<file path="config.mk">
export PLATFORM = sky130hd
export DESIGN_NAME = dec138_rr_arbiter
export DESIGN_NICKNAME = d
export VERILOG_FILES = /design/src/rtl/dec138_arb_pkg.sv /design/src/rtl/rr_pick8.sv /design/src/rtl/dec138_rr_arbiter.sv
export SDC_FILE = /design/constraint.sdc
export NUM_CORES = 1
export LEC_CHECK = 0
export CAP_MARGIN = 0
export CORE_AREA = 2 2 80 82
export DETAILED_ROUTE_END_ITERATION = 8
export DIE_AREA = 0 0 82 84
export HOLD_SLACK_MARGIN = 0.06
export SETUP_SLACK_MARGIN = 0.15
export SYNTH_ARGS = -nofsm -noshare
export SYNTH_HDL_FRONTEND = slang
export SYNTH_SLANG_ARGS = --single-unit
</file>
<file path="constraint.sdc">
create_clock -name clock -period 4.4 [get_ports clock]
set_input_delay 0.44 -clock clock [delete_from_list [all_inputs] [get_ports clock]]
set_output_delay 0.44 -clock clock [all_outputs]
set_load 0.01 [all_outputs]
</file>
<file path="src/rtl/dec138_arb_pkg.sv">
// Shared types and constants for the round-robin 74LS138 decoder arbiter.
// The enable constants name the electrical levels seen by the TTL part.
package dec138_arb_pkg;

  typedef enum logic [1:0] {
    ST_IDLE  = 2'd0,
    ST_SETUP = 2'd1,
    ST_GRANT = 2'd2,
    ST_GAP   = 2'd3
  } arb_state_t;

  localparam logic G_ON     = 1'b1;
  localparam logic G2_ON_N  = 1'b0;
  localparam logic G_OFF    = 1'b0;
  localparam logic G2_OFF_N = 1'b1;

  localparam logic [2:0] PTR_RST = 3'd0;
  localparam logic [2:0] SEL_RST = 3'b000;

  localparam int unsigned GAP_W = 4;

  // Round-robin successor of a served index; 3-bit arithmetic wraps 7 to 0.
  function automatic logic [2:0] ptr_after(input logic [2:0] served);
    return served + 3'd1;
  endfunction

endpackage

</file>
<file path="src/rtl/rr_pick8.sv">
// Combinational rotating-priority picker: first set request at or above ptr,
// searching upward and wrapping from 7 back to 0.
module rr_pick8 (
  input  logic [7:0] req,
  input  logic [2:0] ptr,
  output logic       found,
  output logic [2:0] idx
);

  logic [15:0] w_dbl;
  logic [7:0]  w_rot;

  // Rotating right by ptr puts the highest-priority requester at bit 0.
  assign w_dbl = {req, req} >> ptr;
  assign w_rot = w_dbl[7:0];

  always_comb begin
    // NOTE: every output gets a default first so no path leaves a latch.
    found = 1'b0;
    idx   = ptr;
    for (int k = 7; k >= 0; k--) begin
      if (w_rot[k]) begin
        found = 1'b1;
        idx   = ptr + 3'(k);
      end
    end
  end

endmodule

</file>
<file path="src/rtl/dec138_rr_arbiter.sv">
// Round-robin arbiter driving a shared 74LS138: selects settle for one disabled
// cycle before the decoder is enabled, so no other Y output ever glitches.
module dec138_rr_arbiter
  import dec138_arb_pkg::*;
#(
  parameter int unsigned HOLD_MAX   = 15,
  parameter int unsigned GAP_CYCLES = 0
) (
  input  logic       clock,
  input  logic       reset_n,
  input  logic       arb_en,
  input  logic [7:0] req,
  output logic       sel_a,
  output logic       sel_b,
  output logic       sel_c,
  output logic       en_g,
  output logic       en_g2a_n,
  output logic       en_g2b_n,
  output logic       grant_valid,
  output logic [2:0] grant_id
);

  localparam int unsigned HOLD_W       = (HOLD_MAX == 0) ? 1 : $clog2(HOLD_MAX + 1);
  localparam bit          HOLD_LIMITED = (HOLD_MAX != 0);
  localparam int unsigned HOLD_LAST_I  = (HOLD_MAX == 0) ? 0 : HOLD_MAX - 1;
  localparam int unsigned GAP_LAST_I   = (GAP_CYCLES == 0) ? 0 : GAP_CYCLES - 1;
  localparam bit          USE_GAP      = (GAP_CYCLES != 0);

  localparam logic [HOLD_W-1:0] HOLD_LAST = HOLD_W'(HOLD_LAST_I);
  localparam logic [GAP_W-1:0]  GAP_LAST  = GAP_W'(GAP_LAST_I);

  arb_state_t        r_state;
  logic [2:0]        r_ptr;
  logic [2:0]        r_sel;
  logic              r_en_g;
  logic              r_en_g2a_n;
  logic              r_en_g2b_n;
  logic              r_grant_valid;
  logic [HOLD_W-1:0] r_hold_cnt;
  logic [GAP_W-1:0]  r_gap_cnt;

  logic       w_found;
  logic [2:0] w_idx;
  logic       w_req_cur;
  logic       w_hold_done;
  logic       w_release;

  rr_pick8 u_pick (
    .req   (req),
    .ptr   (r_ptr),
    .found (w_found),
    .idx   (w_idx)
  );

  assign w_req_cur   = req[r_sel];
  assign w_hold_done = HOLD_LIMITED && (r_hold_cnt == HOLD_LAST);
  assign w_release   = !w_req_cur || !arb_en || w_hold_done;

  always_ff @(posedge clock) begin
    if (!reset_n) begin
      r_state       <= ST_IDLE;
      r_ptr         <= PTR_RST;
      r_sel         <= SEL_RST;
      r_en_g        <= G_OFF;
      r_en_g2a_n    <= G2_OFF_N;
      r_en_g2b_n    <= G2_OFF_N;
      r_grant_valid <= 1'b0;
      r_hold_cnt    <= '0;
      r_gap_cnt     <= '0;
    end else begin
      // NOTE: non-blocking assignments keep every register updating from
      // pre-edge values, independent of statement order.
      case (r_state)
        ST_IDLE: begin
          if (arb_en && w_found) begin
            r_sel   <= w_idx;
            r_state <= ST_SETUP;
          end
        end

        ST_SETUP: begin
          if (arb_en && w_req_cur) begin
            r_state       <= ST_GRANT;
            r_en_g        <= G_ON;
            r_en_g2a_n    <= G2_ON_N;
            r_en_g2b_n    <= G2_ON_N;
            r_grant_valid <= 1'b1;
            r_hold_cnt    <= '0;
          end else begin
            r_state <= ST_IDLE;
          end
        end

        ST_GRANT: begin
          if (w_release) begin
            r_en_g        <= G_OFF;
            r_en_g2a_n    <= G2_OFF_N;
            r_en_g2b_n    <= G2_OFF_N;
            r_grant_valid <= 1'b0;
            r_ptr         <= ptr_after(r_sel);
            r_gap_cnt     <= '0;
            r_state       <= USE_GAP ? ST_GAP : ST_IDLE;
          end else begin
            r_hold_cnt <= r_hold_cnt + HOLD_W'(1);
          end
        end

        ST_GAP: begin
          if (!arb_en || (r_gap_cnt == GAP_LAST)) begin
            r_state <= ST_IDLE;
          end else begin
            r_gap_cnt <= r_gap_cnt + GAP_W'(1);
          end
        end

        default: r_state <= ST_IDLE;
      endcase
    end
  end

  // grant_id and the select lines share one register: they always agree.
  assign sel_a       = r_sel[0];
  assign sel_b       = r_sel[1];
  assign sel_c       = r_sel[2];
  assign grant_id    = r_sel;
  assign en_g        = r_en_g;
  assign en_g2a_n    = r_en_g2a_n;
  assign en_g2b_n    = r_en_g2b_n;
  assign grant_valid = r_grant_valid;

endmodule
</file>
# Yosys cells after proc, flatten, opt, wreduce, memory -nomap -nowiden
# Cells that the tools add are included.
# totals
register_bits,18
inputBits,11
out_inout_bits,10
word_cells,81
# op_classes
add_sub_neg,10
magnitude_cmp,1
eq_ne,10
shifts,1
muxes,35
reduce_logical,17
# op_table
cell,n
$mux W3,8
$mux W4,4
$pmux W4 S2,2
$shr A16 B3 Y8,1
$mux W1,13
$add A3 B3 Y3 const B,4
$ne A2 B2 Y1 const B,6
$reduce_and A3 Y1,4
$add A4 B1 Y4 const B,2
$mux W2,4
$pmux W2 S4,1
$add A3 B1 Y3 const B,2
$add A3 B2 Y3 const B,2
$eq A2 B2 Y1 const B,2
$eq A4 B4 Y1 const B,1
$logic_not A4 Y1,1
$lt A3 B4 Y1 const B,1
$pmux W1 S2,2
$reduce_and A2 Y1,2
$reduce_bool A2 Y1,2
$bmux W1 S3,1
$logic_or A1 B1 Y1,3
$eq A2 B1 Y1 const B,1
$logic_and A1 B1 Y1,2
other kinds (2),3

# Logic depth before layout (Yosys ltp)
# logic_depth
depth_word,12
depth_mapped,10

# Hierarchy
# Synthesis repeated with hierarchy kept, for this count alone.
# hier_totals
cells_unflattened,219
area_unflattened_um2,1810.5
# by_module_without_submodules
mod,n_inst,cells_each,area_per_inst_um2,seq_area_each_um2
dec138_rr_arbiter,1,126,1087.3,360.3
rr_pick8,1,93,723.2,0.0

# Least setup slack after synthesis
# No wires, ideal clock.
# synth_timing
path_kind,register -> register
startpoint,register r_ptr[0]
endpoint,register r_sel[1] (netlist: grant_id[1])
setup_time_ns,0.061
arrival_time_ns,2.113
required_ns,4.339
path_slack_ns,2.226
path_stages_with_launch,7
n_path_buf,0
period_less_slack_ns,2.174
path_cell_list,dfxtp_1 mux4_1 mux2i_4 mux2i_1 or3b_1 a41oi_1 o221a_1
# synth_between
elab_chain_len,11
word_cells_on_any_way,26
classes_between,7 x add/sub; 1 x shift; 16 x mux; 2 x reduce/logical
# synth_rtl
element,line_no,rtl
from (decl),dec138_rr_arbiter.sv:33,logic [2:0] r_ptr;
from (signal assigned),dec138_rr_arbiter.sv:100,r_ptr <= ptr_after(r_sel);
$shr A16 B3 Y8,rr_pick8.sv:14,"assign w_dbl = {req, req} >> ptr;"
$mux W1 (8 in series),rr_pick8.sv:22,if (w_rot[k]) begin
$logic_and A1 B1 Y1,dec138_rr_arbiter.sv:75,if (arb_en && w_found) begin
$reduce_and A2 Y1 (no source line),--,
to (signal assigned),dec138_rr_arbiter.sv:76,r_sel <= w_idx;
to (decl),dec138_rr_arbiter.sv:34,logic [2:0] r_sel;
# Several ways; a longest one is shown, not always the timed one.
# A chain may end at the register's enable or synchronous reset.

# Worst setup path after layout
# layout_timing
startpoint,register r_ptr[1]
endpoint,register r_sel[1] (netlist: grant_id[1])
# The elaborated chain is that of the path after synthesis.

==> results by group <==
Outcome
  – Status: finished clean

Detailed routing
  – Length of the first detailed-routing pass in iterations: 4
  – Drt initial violations: approximately 160
  – Total routed wirelength: approximately 4000 um
  – Number of remaining DRC errors: 0
  – Ratio of routed vias to standard cells: 5.32
  – Antenna-violating nets left: 0
  – Average wire per standard cell: ~15 um
  – Via count: 1437

Worst setup path
  – R2r startpoint: r_ptr[1]$_SDFFE_PN0P_
  – Critical Path End Type: register
  – CP arrival: a little under 3 ns
  – Worst Path Class, Setup: reg2reg
  – Data required time of the critical path: 4.60 ns
  – Endpoint of the lowest-slack register-to-register path: grant_id[1]$_SDFFE_PN0P_
  – Number of cells on the worst reg-to-reg path: 7
  – Critical Path Source Type: register
  – Register-to-register setup slack: about 1.6 ns
  – Maximum fanout encountered on the critical timing path: 18
  – Crit path launch: r_ptr[1]$_SDFFE_PN0P_

Clock tree
  – Post-cts repair resize count: 0
  – Number of buffers created by CTS: 3
  – Worst-skew pair later-pin latency: approximately 0.25 ns
  – Clock root buffer: sky130_fd_sc_hd__clkbuf_8
  – CTS clk-pin slew, worst paths: ~0.07 ns
  – Clock tree from TritonCTS: built
  – H-tree depth: 1
  – Post-CTS Setup Repair Bufs: 0
  – Clock Sinks: 18
  – Hold bufs inserted after CTS: 0
  – Clock Tree Buf Depth: 2

STA
  – Fin. Hold Viols: 0
  – Headroom to the max-slew limit: approximately 54%
  – Maximum achievable frequency: approximately 360 MHz
  – Clock skew after layout: about 0.0044 ns
  – Final Setup Violations: 0
  – Worst Hold Margin: just under 0.5 ns
  – Final Cycle Share: 62.8%
  – Tmin final: 2.76 ns
  – Transition at the pin with the smallest max-transition slack: roughly 0.69 ns
  – Total negative slack: 0 ns
  – Pins Over Slew Limit: 0
  – Unrepaired setup endpoints after global routing: false

Die
  – Die footprint: 6890 um2
  – Floorplan die width: 82 um
  – Die height: between 80 and 90 um
  – Core area: between 6000 and 7000 um2
  – Count of boundary I/O pins: 21
  – Starting density of the core: between 20% and 30%
  – Placement Rows: 29

Worst hold path
  – Hold path cells: 2
  – Class of the tightest hold or removal check: reg2reg
  – Hold path startpoint: grant_valid$_SDFFE_PN0P_
  – End of the worst hold path: grant_valid$_SDFFE_PN0P_

GRT
  – Antenna violations before repair: 0
  – All-layer global routing usage: about an eighth
  – Largest net degree at the start of global routing: 19
  – Global route overflow: 0
  – Via count of the first global-routing pass: around 1400
  – First-pass GRT wire length: between 6000 and 7000 um

Synth
  – Number of warnings printed during yosys synthesis: 0
  – Post-Syn Nets: roughly 200
  – Async set or reset register ratio after synthesis: 0%
  – Portion of the post-synthesis area used by sequential elements: ~22%
  – Post-Syn Area: between 1500 and 2000 um2
  – Number of enable flip-flop cells after synthesis: 0
  – Proportion of netlist area held by the largest area contributor: between 20% and 30%
  – Synthesized flop and latch total: 18
  – Number of instances in the synthesized netlist: 180
  – Post-synthesis cell type with the largest combined area: sky130_fd_sc_hd__dfxtp_1
  – Leading post-synthesis cells by cell area: sky130_fd_sc_hd__dfxtp_1 22%, sky130_fd_sc_hd__mux4_2 11%, sky130_fd_sc_hd__ha_1 5.4%
  – Top FF cell, synth: sky130_fd_sc_hd__dfxtp_1
  – Post-synthesis cell type count: 44
  – Avg Inst Size Synth: between 9 and 10 um2

Placed design
  – Number of port buffers: 20
  – Half-perimeter wire length of the detailed placement result: between 2000 and 3000 um
  – Gp weighted congestion: roughly 0.85

Power and ir drop
  – Peak supply drop: between 100 and 150 uV
  – Leakage power total: ~0.00063 uW
  – Final Power: between 400 and 500 uW
  – Power density over the cells: 215 nW/um2

Final layout
  – Ratio of cells with drive above 1 in the final layout: approximately 11%
  – N_diodes: 0
  – Signed area change from the synthesized netlist to the final layout: 16.3%
  – Fill count: 670
  – Net count, final: around 210
  – Final cell utilization of the core: a little under a third

Flow run
  – Count of maximum capacitance violations: 0
how the worst max path moves through the flow:
stage	endpoint	slack, ns	cells after the start
floorplan	grant_id[1]$_SDFFE_PN0P_	2.23	6
global placement	grant_id[2]$_SDFFE_PN0P_	1.52	7
detailed placement	grant_id[2]$_SDFFE_PN0P_	1.49	6
CTS	grant_id[2]$_SDFFE_PN0P_	1.66	5
global route	grant_id[1]$_SDFFE_PN0P_	1.30	7
finish	grant_id[1]$_SDFFE_PN0P_	1.64	7
metal layers:
layer / share of wire [%] / GRT usage (%) / wire [um]
met4: 1.2 / 2.42 / 48
met1: 48 / 18.6 / 1910
met5: 0 / 0 / 0
met3: 4.4 / 2.38 / 174
met2: 46 / 18.6 / 1830
cell type report:
cell class | count | area, um2 | share of cell area (%)
Clock buffer | 4 | 55.1 | 2.90
Inverter | 11 | 41.3 | 2.17
Multi-Input combinational cell | 140 | 1150 | 60.3
Sequential cell | 18 | 360 | 19.0
Tap cell | 77 | 96.3 | 5.07
Timing Repair Buffer | 20 | 200 | 10.5
through the flow:
step / setup slack, ns / area (um2) / instances
after global placement: 1.52 / 1840 / 266
after detailed placement: 1.49 / 1840 / 266
after CTS: 1.66 / 1900 / 270
after global routing: 1.30 / 1900 / 270
after floorplan: 2.23 / 1630 / 180
final: 1.64 / 1900 / 270
critical path, cell delays in order (launching register included):
cell	delay, ns
sky130_fd_sc_hd__dfxtp_1	0.76
sky130_fd_sc_hd__inv_1	0.31
sky130_fd_sc_hd__ha_1	0.47
sky130_fd_sc_hd__inv_1	0.12
sky130_fd_sc_hd__a2111oi_0	0.42
sky130_fd_sc_hd__o21ai_0	0.17
sky130_fd_sc_hd__a41oi_1	0.26
sky130_fd_sc_hd__o221a_1	0.19
cells by family after synthesis:
family	after synthesis	synth area share, %
AO/OA/AOI/OAI	47	20.5
multiplexers	21	23.2
XOR/XNOR	4	2.15
adder cells (fa/ha/maj)	7	5.36
flip-flops	18	22.1
buffers and inverters	22	7.74
AND/OR/NAND/NOR	61	18.9
cell usage in the layout, fill, tap and decap left out, types with 2 or more instances in the layout:
| master | n |
|---|---|
| sky130_fd_sc_hd__clkdlybuf4s50_1 | 20 |
| sky130_fd_sc_hd__nor2_1 | 16 |
| sky130_fd_sc_hd__nand4_1 | 3 |
| sky130_fd_sc_hd__and4_1 | 2 |
| sky130_fd_sc_hd__nor3_1 | 2 |
| sky130_fd_sc_hd__xor2_1 | 3 |
| sky130_fd_sc_hd__a2111oi_0 | 2 |
| sky130_fd_sc_hd__dfxtp_1 | 18 |
| sky130_fd_sc_hd__clkbuf_8 | 4 |
| sky130_fd_sc_hd__a31oi_1 | 6 |
| sky130_fd_sc_hd__a2111oi_4 | 2 |
| sky130_fd_sc_hd__mux4_2 | 8 |
| sky130_fd_sc_hd__nand2_1 | 14 |
| sky130_fd_sc_hd__inv_1 | 10 |
| sky130_fd_sc_hd__mux2_2 | 3 |
| sky130_fd_sc_hd__a21oi_1 | 14 |
| sky130_fd_sc_hd__nand4b_1 | 2 |
| sky130_fd_sc_hd__or3_1 | 3 |
| sky130_fd_sc_hd__a211oi_1 | 4 |
| sky130_fd_sc_hd__o211ai_1 | 2 |
| sky130_fd_sc_hd__mux2i_1 | 5 |
| sky130_fd_sc_hd__nand3_1 | 8 |
| sky130_fd_sc_hd__and2_1 | 3 |
| sky130_fd_sc_hd__nor2b_1 | 3 |
| sky130_fd_sc_hd__mux4_1 | 3 |
| sky130_fd_sc_hd__o21ai_0 | 11 |
| sky130_fd_sc_hd__ha_1 | 7 |
sequential cells by signal, indices dropped and copies added (netlist names):
register     flops
r_gap_cnt        4
r_hold_cnt       4
grant_id         3
r_ptr            3
r_state          2
en_g2b_n         1
grant_valid      1
report_power, final:
group          switching (uW)  internal, uW  total, uW
logic                    48.0          48.7       96.8
clock network            55.4          79.5        135
registers                8.73           167        176
total                     112           295        408
synthesized netlist by cell type, types with 2 or more instances:
cell type / count
sky130_fd_sc_hd__clkbuf_1: 3
sky130_fd_sc_hd__mux4_2: 8
sky130_fd_sc_hd__and4_1: 2
sky130_fd_sc_hd__nor2b_1: 3
sky130_fd_sc_hd__inv_1: 10
sky130_fd_sc_hd__a2111oi_4: 2
sky130_fd_sc_hd__a31oi_1: 6
sky130_fd_sc_hd__mux2_2: 3
sky130_fd_sc_hd__buf_6: 2
sky130_fd_sc_hd__xor2_1: 3
sky130_fd_sc_hd__mux2i_1: 5
sky130_fd_sc_hd__mux4_1: 3
sky130_fd_sc_hd__a211oi_1: 4
sky130_fd_sc_hd__nand4b_1: 2
sky130_fd_sc_hd__and2_1: 3
sky130_fd_sc_hd__buf_4: 5
sky130_fd_sc_hd__nand2_1: 14
sky130_fd_sc_hd__nor3_1: 2
sky130_fd_sc_hd__o211ai_1: 2
sky130_fd_sc_hd__nand3_1: 8
sky130_fd_sc_hd__a2111oi_0: 2
sky130_fd_sc_hd__nand4_1: 3
sky130_fd_sc_hd__nor2_1: 16
sky130_fd_sc_hd__dfxtp_1: 18
sky130_fd_sc_hd__a21oi_1: 14
sky130_fd_sc_hd__ha_1: 7
sky130_fd_sc_hd__o21ai_0: 11
sky130_fd_sc_hd__or3_1: 3
Note: power is estimated with default switching activity, not from simulation.
